### config.mk
export PLATFORM = sky130hd
export DESIGN_NAME = operand_demux
export DESIGN_NICKNAME = d
export VERILOG_FILES = /design/src/rtl/operand_pkg.sv /design/src/rtl/demux_lane_reg.sv /design/src/rtl/operand_demux.sv
export SDC_FILE = /design/constraint.sdc
export NUM_CORES = 1
export LEC_CHECK = 0
export CELL_PAD_IN_SITES_DETAIL_PLACEMENT = 0
export CELL_PAD_IN_SITES_GLOBAL_PLACEMENT = 2
export CORE_MARGIN = 2
export CORE_UTILIZATION = 22
export CTS_BUF_LIST = sky130_fd_sc_hd__clkbuf_16
export DETAILED_ROUTE_END_ITERATION = 10
export GPL_ROUTABILITY_DRIVEN = 0
export PLACE_DENSITY_LB_ADDON = 0.1
export SLEW_MARGIN = 15
export SYNTH_ARGS = -nofsm -noshare
export SYNTH_HDL_FRONTEND = slang
export SYNTH_HIERARCHICAL = 1
export SYNTH_SLANG_ARGS = --single-unit
### constraint.sdc
create_clock -name clk -period 1.6 [get_ports clk]
set_input_delay 0.24 -clock clk [delete_from_list [all_inputs] [get_ports clk]]
set_output_delay 0.24 -clock clk [all_outputs]
set_load 0.01 [all_outputs]
### src/rtl/operand_pkg.sv
// Shared operand-path definitions used by the mux side, this demux and the
// Vedic multiplier core.
package operand_pkg;

  // Default operand word width of the 8x8 Vedic core.
  localparam int OPERAND_WIDTH = 8;

  // Default number of demux lanes (A and B).
  localparam int DEMUX_LANES = 2;

  // FILL: collecting words; FULL: a complete set is held for the consumer.
  typedef enum logic {
    FILL = 1'b0,
    FULL = 1'b1
  } demux_state_e;

  // Width of a lane index; never below one bit so two lanes still get a
  // usable counter.
  function automatic int lane_idx_width(input int lanes);
    return (lanes <= 2) ? 1 : $clog2(lanes);
  endfunction

endpackage

### src/rtl/demux_lane_reg.sv
// One operand lane: a WIDTH-bit holding register with synchronous clear and
// load enable. The demux instantiates one of these per output lane.
module demux_lane_reg #(
  parameter int WIDTH = 8
) (
  input  logic             clk,
  input  logic             rst,
  input  logic             load,
  input  logic [WIDTH-1:0] d,
  output logic [WIDTH-1:0] q
);

  logic [WIDTH-1:0] data_q;
  logic [WIDTH-1:0] data_d;

  // Capture the shared bus word only when this lane is selected.
  always_comb begin
    data_d = data_q;
    if (load) begin
      data_d = d;
    end
  end

  // Lane storage; cleared to zero so out_data reads zero after reset.
  always_ff @(posedge clk) begin
    if (rst) begin
      data_q <= '0;
    end else begin
      data_q <= data_d;
    end
  end

  assign q = data_q;

endmodule

### src/rtl/operand_demux.sv
// Time-division 1:LANES operand demultiplexer. Words arriving one at a time
// on the shared bus are steered into lane registers; once every lane holds a
// word of the current set, the set is offered to the multiplier through a
// valid/ready handshake.
module operand_demux
  import operand_pkg::*;
#(
  parameter int WIDTH = OPERAND_WIDTH,
  parameter int LANES = DEMUX_LANES
) (
  input  logic                              clk,
  input  logic                              rst,
  input  logic [WIDTH-1:0]                  in_data,
  input  logic                              in_valid,
  input  logic                              in_first,
  output logic                              in_ready,
  output logic [LANES*WIDTH-1:0]            out_data,
  output logic                              out_valid,
  input  logic                              out_ready,
  output logic                              frame_err,
  output logic [lane_idx_width(LANES)-1:0]  lane_idx
);

  localparam int IDX_W = lane_idx_width(LANES);
  localparam logic [IDX_W-1:0] LAST_IDX = IDX_W'(LANES - 1);
  localparam logic [IDX_W-1:0] ONE_IDX  = IDX_W'(1);

  demux_state_e     state_q;
  demux_state_e     state_d;
  logic [IDX_W-1:0] lane_idx_q;
  logic [IDX_W-1:0] lane_idx_d;
  logic             frame_err_q;
  logic             frame_err_d;

  logic             in_fire;
  logic             out_fire;
  logic             resync;
  logic [IDX_W-1:0] wr_idx;
  logic [LANES-1:0] lane_load;

  // Handshake decode. in_ready only follows out_ready while a set is held,
  // which is what lets a new lane-0 word enter in the same cycle the held
  // set leaves.
  always_comb begin
    out_valid = (state_q == FULL);
    in_ready  = (state_q == FILL) ? 1'b1 : out_ready;
    in_fire   = in_valid & in_ready;
    out_fire  = out_valid & out_ready;
    // A first-word marker in the middle of a set restarts framing at lane 0.
    resync    = (state_q == FILL) & in_first & (lane_idx_q != '0);
    // Resync and the simultaneous-fire case both write lane 0.
    wr_idx    = (resync || (state_q == FULL)) ? '0 : lane_idx_q;
  end

  // Next-state, lane counter and sticky framing-error logic.
  always_comb begin
    state_d     = state_q;
    lane_idx_d  = lane_idx_q;
    frame_err_d = frame_err_q;
    case (state_q)
      FILL: begin
        if (in_fire) begin
          if (resync) begin
            lane_idx_d  = ONE_IDX;
            frame_err_d = 1'b1;
          end else if (lane_idx_q == LAST_IDX) begin
            lane_idx_d = '0;
            state_d    = FULL;
          end else begin
            lane_idx_d = lane_idx_q + ONE_IDX;
          end
        end
      end
      FULL: begin
        if (out_fire) begin
          state_d    = FILL;
          lane_idx_d = in_fire ? ONE_IDX : '0;
        end
      end
      default: begin
        state_d    = FILL;
        lane_idx_d = '0;
      end
    endcase
  end

  // Control registers.
  always_ff @(posedge clk) begin
    if (rst) begin
      state_q     <= FILL;
      lane_idx_q  <= '0;
      frame_err_q <= 1'b0;
    end else begin
      state_q     <= state_d;
      lane_idx_q  <= lane_idx_d;
      frame_err_q <= frame_err_d;
    end
  end

  // One lane register per output lane, each loaded when the write index
  // selects it.
  for (genvar gi = 0; gi < LANES; gi++) begin : g_lane
    assign lane_load[gi] = in_fire & (wr_idx == IDX_W'(gi));

    demux_lane_reg #(
      .WIDTH(WIDTH)
    ) u_lane (
      .clk  (clk),
      .rst  (rst),
      .load (lane_load[gi]),
      .d    (in_data),
      .q    (out_data[gi*WIDTH +: WIDTH])
    );
  end

  assign frame_err = frame_err_q;
  assign lane_idx  = lane_idx_q;

endmodule

## Word-level counts from Yosys, hierarchy flattened

Cells that the tools add are included.

- Flip-flop bits (word level): 19
- Output and inout port bits: 20
- Word-level logic and storage cells: 32

- $add $sub $neg: 1
- Equal/unequal tests: 2
- Multiplexer cells: 13
- Bitwise logic cells: 8
- Reduce and logical (&&, ||, !) cells: 3

Operators with widths:

| operator | number |
|---|---|
| $mux 1 | 11 |
| $and 1x1->1 | 6 |
| $pmux 1 s2 | 2 |
| $reduce_and 3->1 | 1 |
| $ne 2x1->1 const B | 1 |
| $ne 2x2->1 const B | 1 |
| $not 1->1 | 2 |
| $reduce_and 2->1 | 1 |
| $add 1x1->1 const B | 1 |
| $logic_or 1x1->1 | 1 |

## Longest topological paths before layout

- Word-level depth: 7
- Mapped depth: 6

## Modules after synthesis

The synthesis kept the hierarchy.

By module, submodules not included:

| module | instances | cells an instance | area each (µm²) | seq. area each (µm²) |
|---|---|---|---|---|
| demux_lane_reg | 2 | 26 | 285.3 | 160.2 |
| operand_demux | 1 | 17 | 142.6 | 60.1 |

## Worst setup path before layout

OpenSTA, ideal clock, no wires.

- Kind: register to register
- From: register lane_idx_q, in the netlist lane_idx
- To: register g_lane[1].u_lane.data_q[0]
- Setup time: 124 ps
- Arrival: 1096 ps
- Data required time: 1476 ps
- Slack: 380 ps
- Cell stages (with the launch flop): 7
- Path buffers: 1
- Clock period less this slack: 1220 ps
- Cell sequence: dfxtp_1 nor3b_2 nand2_2 inv_2 buf_6 mux2i_1 nor2_1

- Word-level cells in the longest chain between the ends: 4

Ends and longest elaborated chain:

| what | RTL line | source |
|---|---|---|
| from (decl) | operand_demux.sv:30 | `logic [IDX_W-1:0] lane_idx_q;` |
| from (signal assigned) | operand_demux.sv:95 | `lane_idx_q <= lane_idx_d;` |
| $and 1x1->1 | operand_demux.sv:50 | `resync = (state_q == FILL) & in_first & (lane_idx_q != '0);` |
| $logic_or 1x1->1 | operand_demux.sv:52 | `wr_idx = (resync \|\| (state_q == FULL)) ? '0 : lane_idx_q;` |
| $mux 1 * | operand_demux.sv:52 |  |
| $and 1x1->1 * | operand_demux.sv:103 | `assign lane_load[gi] = in_fire & (wr_idx == IDX_W'(gi));` |
| via lane_load[1] | operand_demux.sv:39 | `logic [LANES-1:0] lane_load;` |
| to (signal assigned) | demux_lane_reg.sv:29 | `data_q <= data_d;` |
| to (decl) | demux_lane_reg.sv:13 | `logic [WIDTH-1:0] data_q;` |

The timed path passes the listed nets; every way through them passes the cells marked *.
A chain may end at the register's enable or synchronous reset.

## Final worst setup path

- From: register state_q, in the netlist out_valid
- To: output out_valid

RTL lines:

| what | RTL line | source |
|---|---|---|
| from (decl) | operand_demux.sv:28 | `demux_state_e state_q;` |
| from (signal assigned) | operand_demux.sv:94 | `state_q <= state_d;` |
| to (decl) | operand_demux.sv:18 | `output logic out_valid,` |

No word-level cell between the ends.

==> flow_metrics.env <==
export IMPL_outcome="finished, final reports clean"
export IMPL_core_area_um2=3078
export IMPL_worstSetupStartpointType="register"
export IMPL_dieHeight_um=60.94
export IMPL_r2r_slack_ns=0.35
export IMPL_clock_sinks=19
export IMPL_drt_iter0_markers=12
export IMPL_worst_ep_arrival_time_ns=1.21
export IMPL_syn_inst=69
export IMPL_grt_antenna_before_repair=0
export IMPL_overflow=0
export IMPL_cts_clk_slew_worst_paths_ns=0.05
export IMPL_p_leak_nw=0.4697
export IMPL_fillers=337
export IMPL_worstPathMaxFanout=5
export IMPL_port_buffers=32
export IMPL_internal_power_mw=0.9370
export IMPL_multi_input_area_um2=295.3
export IMPL_p_comb_share_pct=14.5
export IMPL_drtAntennaViolNets=0
export IMPL_layout_cells_most_common="clkdlybuf4s50_1"
export IMPL_drv_slew=0
export IMPL_rsz0062_at_grt="no"
export IMPL_avgSynthCellArea_um2=10.34
export IMPL_cts_setup_buffers=0
export IMPL_fin_crit_sh_pct=90.47
export IMPL_cts_made_buffers=3
export IMPL_drt_total_wl_um=1546
export IMPL_synthXorXnorAreaFrac_pct=0
export IMPL_synthAdderAreaFrac_pct=0
export IMPL_seqCellArea_um2=380.4
export IMPL_cts_max_path_buffers=2
export IMPL_worst_skew_pair_late_latency_ns=0.25
export IMPL_rows=20
export IMPL_layout_common_cells="31 x clkdlybuf4s50_1, 19 x nor2_1, 19 x dfxtp_1"
export IMPL_detailed_place_hpwl_um=1202
export IMPL_grt_pass1_vias=551
export IMPL_drive_gt1_share_pct=14.68
export IMPL_yosysSeqAreaShare_pct=53.33
export IMPL_initial_utilization_pct=23.17
export IMPL_worst_pin_slew_ns=0.3589
export IMPL_cts_max_level=1
export IMPL_grt_max_degree=12
export IMPL_cp_slowest_cell="clkdlybuf4s50_1"
export IMPL_setup_violations=0
export IMPL_diodes=0
export IMPL_clock_fmax_mhz=690.8
export IMPL_avgViaCountPerCell=3.837
export IMPL_hold_path_class="register to register"
export IMPL_final_hold_viol_count=0
export IMPL_dieArea_um2=3713
export IMPL_synth_top_family_by_area="multiplexers"
export IMPL_max_slew_margin_pct=76.00
export IMPL_synth_simple_area_share_pct=16.32
export IMPL_area_growth_pct=69.65
export IMPL_timing_final_ws_setup_ns=0.1525
export IMPL_ys_warnings_count=6
export IMPL_drc=0
export IMPL_hold_slack_ns=0.4736
export IMPL_dpl_worst_slack_ns=-0.04989
export IMPL_crit_required_ns=1.36
export IMPL_syn_num_nets=82
export IMPL_io_pins=33
export IMPL_synth_mux_area_fraction_pct=22.46
export IMPL_synthesis_area_um2=713.2
export IMPL_clkPwrFrac_pct=42.6
export IMPL_crit_buf_inv=1
export IMPL_via_count=587
export IMPL_slowest_delay_ns=0.56
export IMPL_yosysUniqueCellTypes=14
export IMPL_track_usage_pct=9.111
export IMPL_min_period_ns=1.448
export IMPL_cp_end_kind="output pin"
export IMPL_ys_seq_elements=19
export IMPL_power_share_sequential_pct=42.9
export IMPL_critical_path_class="register to output pin"
export IMPL_synth_compound_area_share_pct=2.632
export IMPL_finalClockSkew_ns=0.003008
export IMPL_maxCapViolCount=0
export IMPL_drt_pass1_iter_count=2
export IMPL_peakVddDrop_mv=0.6570
export IMPL_die_w_um=60.94
export IMPL_grt_pass1_wl_um=2435
export IMPL_finalNetCount=123
export IMPL_power_density_nw_per_um2=979.9
export IMPL_root_buffer="clkbuf_16"
export IMPL_p_switching_mw=0.2486
export IMPL_crit_chain="clkdlybuf4s50_1"
export IMPL_routedWlPerCell_um=10.10
export IMPL_swShare_pct=20.97
export IMPL_cts_tree="yes"
export IMPL_cp_top_family="buffers and inverters"
==> area by class of cell <==
type,instances,area share [%]
Clock buffer,3,6.205
Timing Repair Buffer,40,32.37
Tap cell,44,4.550
Multi-Input combinational cell,44,24.41
Clock inverter,1,0.4137
Inverter,2,0.6205
Sequential cell,19,31.44
==> power by group through the flow <==
stage                     Combinational [mW]  Clock [mW]  Sequential [mW]
after floorplan                       0.0620           0            0.530
after global placement                 0.175           0            0.520
after detailed placement               0.175           0            0.519
after CTS                              0.176       0.521            0.509
after global routing                   0.187       0.545            0.512
final                                  0.172       0.505            0.509
==> synthesized netlist by cell type, drive strengths merged <==
| cell type | instances | area share [%] |
|---|---|---|
| dfxtp | 19 | 53 |
| nor2 | 19 | 10 |
| mux2i | 16 | 22 |
| buf | 4 | 4.2 |
| nand2 | 3 | 1.9 |
| a21oi | 2 | 1.4 |
| inv | 2 | 1.1 |
| a41oi | 1 | 1.2 |
| nand2b | 1 | 0.88 |
| nor3b | 1 | 1.8 |
| nor4 | 1 | 1.8 |
==> flip-flops by register name (all words and copies together), names as in the netlist <==
register,count
lane_idx,1
g_lane.u_lane/q,16
out_valid,1
frame_err,1
==> final timing paths <==
check                         startpoint                            endpoint  cells past startpoint
setup / recovery    out_valid$_SDFF_PP0_                           out_valid                      1
hold / removal    frame_err$_SDFFE_PP0P_              frame_err$_SDFFE_PP0P_                      2
hold reg to reg   frame_err$_SDFFE_PP0P_              frame_err$_SDFFE_PP0P_                      2
setup reg to reg   lane_idx$_SDFFE_PP0P_  g_lane[1].u_lane/q[7]$_SDFFE_PP0P_                      6
==> stage by stage <==
| step | area (um^2) | util (%) | instances | TNS [ns] | power (mW) |
|---|---|---|---|---|---|
| global placement | 1131 | 36.75 | 149 | -0.03190 | 0.6946 |
| CTS | 1210 | 39.31 | 153 | 0 | 1.206 |
| detailed placement | 1131 | 36.75 | 149 | -0.1397 | 0.6941 |
| finish | 1210 | 39.31 | 153 | 0 | 1.186 |
| global route | 1210 | 39.31 | 153 | 0 | 1.243 |
| floorplan | 713.2 | - | 69 | 0 | 0.5916 |
==> what timing repair did <==
item                       in CTS  in global routing
resized for setup               1                  0
hold buffers                    0                  0
setup endpoints to repair       1                  0
==> kinds of logic after synthesis <==
kind of cell,Yosys count
AND/OR/NAND/NOR,25
flip-flops,19
multiplexers,16
buffers and inverters,6
AO/OA/AOI/OAI,3
==> layer usage <==
layer	track usage, %	vias up	share of wire, %
met3	3.625	2	6.9
met2	13.36	18	43
met4	3.727	0	0.97
met1	11.93	261	49
met5	0	-	0
li1	-	306	-
No activity file was read; power rests on OpenSTA's default activity.
==> RTL edit: new RTL, same settings <==
Reset style: asynchronous (`rst`), changed in 2 clocked blocks.
--- a/src/rtl/demux_lane_reg.sv
+++ b/src/rtl/demux_lane_reg.sv
@@ -22,7 +22,7 @@
   end
 
   // Lane storage; cleared to zero so out_data reads zero after reset.
-  always_ff @(posedge clk) begin
+  always_ff @(posedge clk or posedge rst) begin
     if (rst) begin
       data_q <= '0;
     end else begin
--- a/src/rtl/operand_demux.sv
+++ b/src/rtl/operand_demux.sv
@@ -85,7 +85,7 @@
   end
 
   // Control registers.
-  always_ff @(posedge clk) begin
+  always_ff @(posedge clk or posedge rst) begin
     if (rst) begin
       state_q     <= FILL;
       lane_idx_q  <= '0;
Behaviour: differs if rst is asserted again (counterexample within 4 cycles, from zero or initial values and one cycle with rst high); with rst held inactive, the same outputs for 10 cycles.
==> RTL edit against the original RTL <==
Routed wire length increased by 17%; clock skew fell by 0.0017 ns; sequential cell count unchanged; critical endpoint unchanged; setup slack got worse by 0.072 ns; cell area up 10%; area after synthesis up 16%.
Power is not compared: it rests on default switching activity, and its combinational part moved more than twofold at a synthesized area within 25%.
==> RTL edit: results (changes against the original RTL) <==
stage	metric	value	unit	change
status	status	finished, final reports clean		unchanged
placement	hpwl	1370	um	was 1200 um
global_route	grt_max_degree	11		was 12
critical_path	rr_endpoint	g_lane[1].u_lane/q[2]		was g_lane[1].u_lane/q[7]
yosys	synth_nets	65		was 82
global_route	grt_pass1_wl	2990	um	was 2440 um
cts	clock_path_buffers	2		unchanged
final_layout	drive_gt1_frac	0.326		was 0.147
global_route	grt_pass1_vias	598		was 551
drt	vias_per_cell	3.85		was 3.84
yosys	ys_seq_area_frac	0.573		was 0.533
timing	hold-worst-slack	0.231	ns	was 0.474 ns
yosys	synth_area_leaders	dfrtp_1 (57%), mux2_4 (29%), buf_6 (2.7%), inv_1 (2.3%), a311oi_2 (1.8%)		was dfxtp_1 (53%), mux2i_1 (22%), nor2_1 (10%), buf_6 (3.2%), nor3b_2 (1.8%)
cts	clkTransAtPathRegs	0.05	ns	about the same
drt	wl	1810	um	was 1550 um
yosys	syn_inst	52		was 69
global_route	gr-usage-met1	0.129		was 0.119
yosys	ys_types	13		was 14
drt	drtIter0Drc	8		was 12
final_layout	finalNetCount	106		was 123
final_layout	nFillCells	353		was 337
yosys	synthFlopType	dfrtp_1		was dfxtp_1
critical_path	reg2reg_slack	0.18	ns	was 0.35 ns
global_route	met3_usage	0.0342		was 0.0362
timing	worst_slew_pin_slew	0.347	ns	was 0.359 ns
critical_path	arrival	1.28	ns	was 1.21 ns
global_route	grt_usage	0.0962		was 0.0911
drt	wire_per_inst	12.9	um	was 10.1 um
cts	cts_setup_buffers	0		unchanged
yosys	yosys-top-cells-count	dfrtp_1 (19), mux2_4 (16), inv_1 (5)		was dfxtp_1 (19), nor2_1 (19), mux2i_1 (16)
placement	dp.cells	136		was 149
global_route	use_met2	0.140		was 0.134
min_path	hp-class	primary input to async pin		was register to register
critical_path	r2r_cells	5		was 6
critical_path	reg2reg_from	out_valid		was lane_idx
RTL edit: changes by cell type after synthesis:
cell and delta:
nand2b_2 +1, a41oi_1 -1, a311oi_2 +1, a41o_1 +1, nand2b_1 -1, dfxtp_1 -19
dfrtp_1 +19, mux2i_1 -16, buf_1 -2, nor2_1 -18, a21oi_1 -1, inv_1 +4
mux2_4 +16, nor4_2 -1
RTL edit: worst max path at each step:
| stage | from | endpoint | slack (ns) |
|---|---|---|---|
| global route | out_valid | out_valid | 0.04 |
| detailed placement | out_ready | g_lane[0].u_lane/q[2] | -0.08 |
| CTS | out_valid | out_valid | 0.07 |
| global placement | out_ready | g_lane[0].u_lane/q[2] | -0.08 |
| floorplan | out_valid | g_lane[1].u_lane/q[0] | 0.21 |
| finish | out_valid | out_valid | 0.08 |
RTL edit: routing by layer:
metal / share of wire / wire [um] / up-vias
met3: 0.068 / 124 / 2
met1: 0.48 / 876 / 265
met2: 0.44 / 797 / 18
li1: - / - / 254
met5: 0 / 0 / -
met4: 0.0072 / 13 / 0
RTL edit: kinds of logic (layout without fill, tap and decap cells):
| group | count (synthesis) | in the layout | synth area share |
|---|---|---|---|
| flops | 19 | 19 | 0.573 |
| compound gates | 3 | 3 | 0.0362 |
| mux | 16 | 16 | 0.290 |
| buf+inv | 8 | 48 | 0.0543 |
| simple gates | 6 | 6 | 0.0468 |
RTL edit: final cells by class:
| cell class | count | share of cell area |
|---|---|---|
| Clock buffer | 3 | 0.0562 |
| Tap cell | 48 | 0.0450 |
| Sequential cell | 19 | 0.356 |
| Timing Repair Buffer | 38 | 0.291 |
| Multi-Input combinational cell | 25 | 0.231 |
| Clock inverter | 1 | 0.00281 |
| Inverter | 6 | 0.0169 |
RTL edit: where the power goes:
group / total [mW] / internal (mW) / leakage (nW) / switching, mW
registers: 0.743 / 0.642 / 0.220 / 0.100
clock network: 0.494 / 0.332 / 0.0423 / 0.163
logic: 0.802 / 0.550 / 0.336 / 0.252
RTL edit: stage by stage:
| stage | instance area, sq um | utilization | setup WS, ns |
|---|---|---|---|
| after detailed placement | 1260 | 0.346 | -0.0780 |
| final | 1340 | 0.367 | 0.0800 |
| after CTS | 1340 | 0.367 | 0.0713 |
| after floorplan | 830 | - | 0.212 |
| after global placement | 1260 | 0.346 | -0.0843 |
| after global routing | 1340 | 0.367 | 0.0428 |
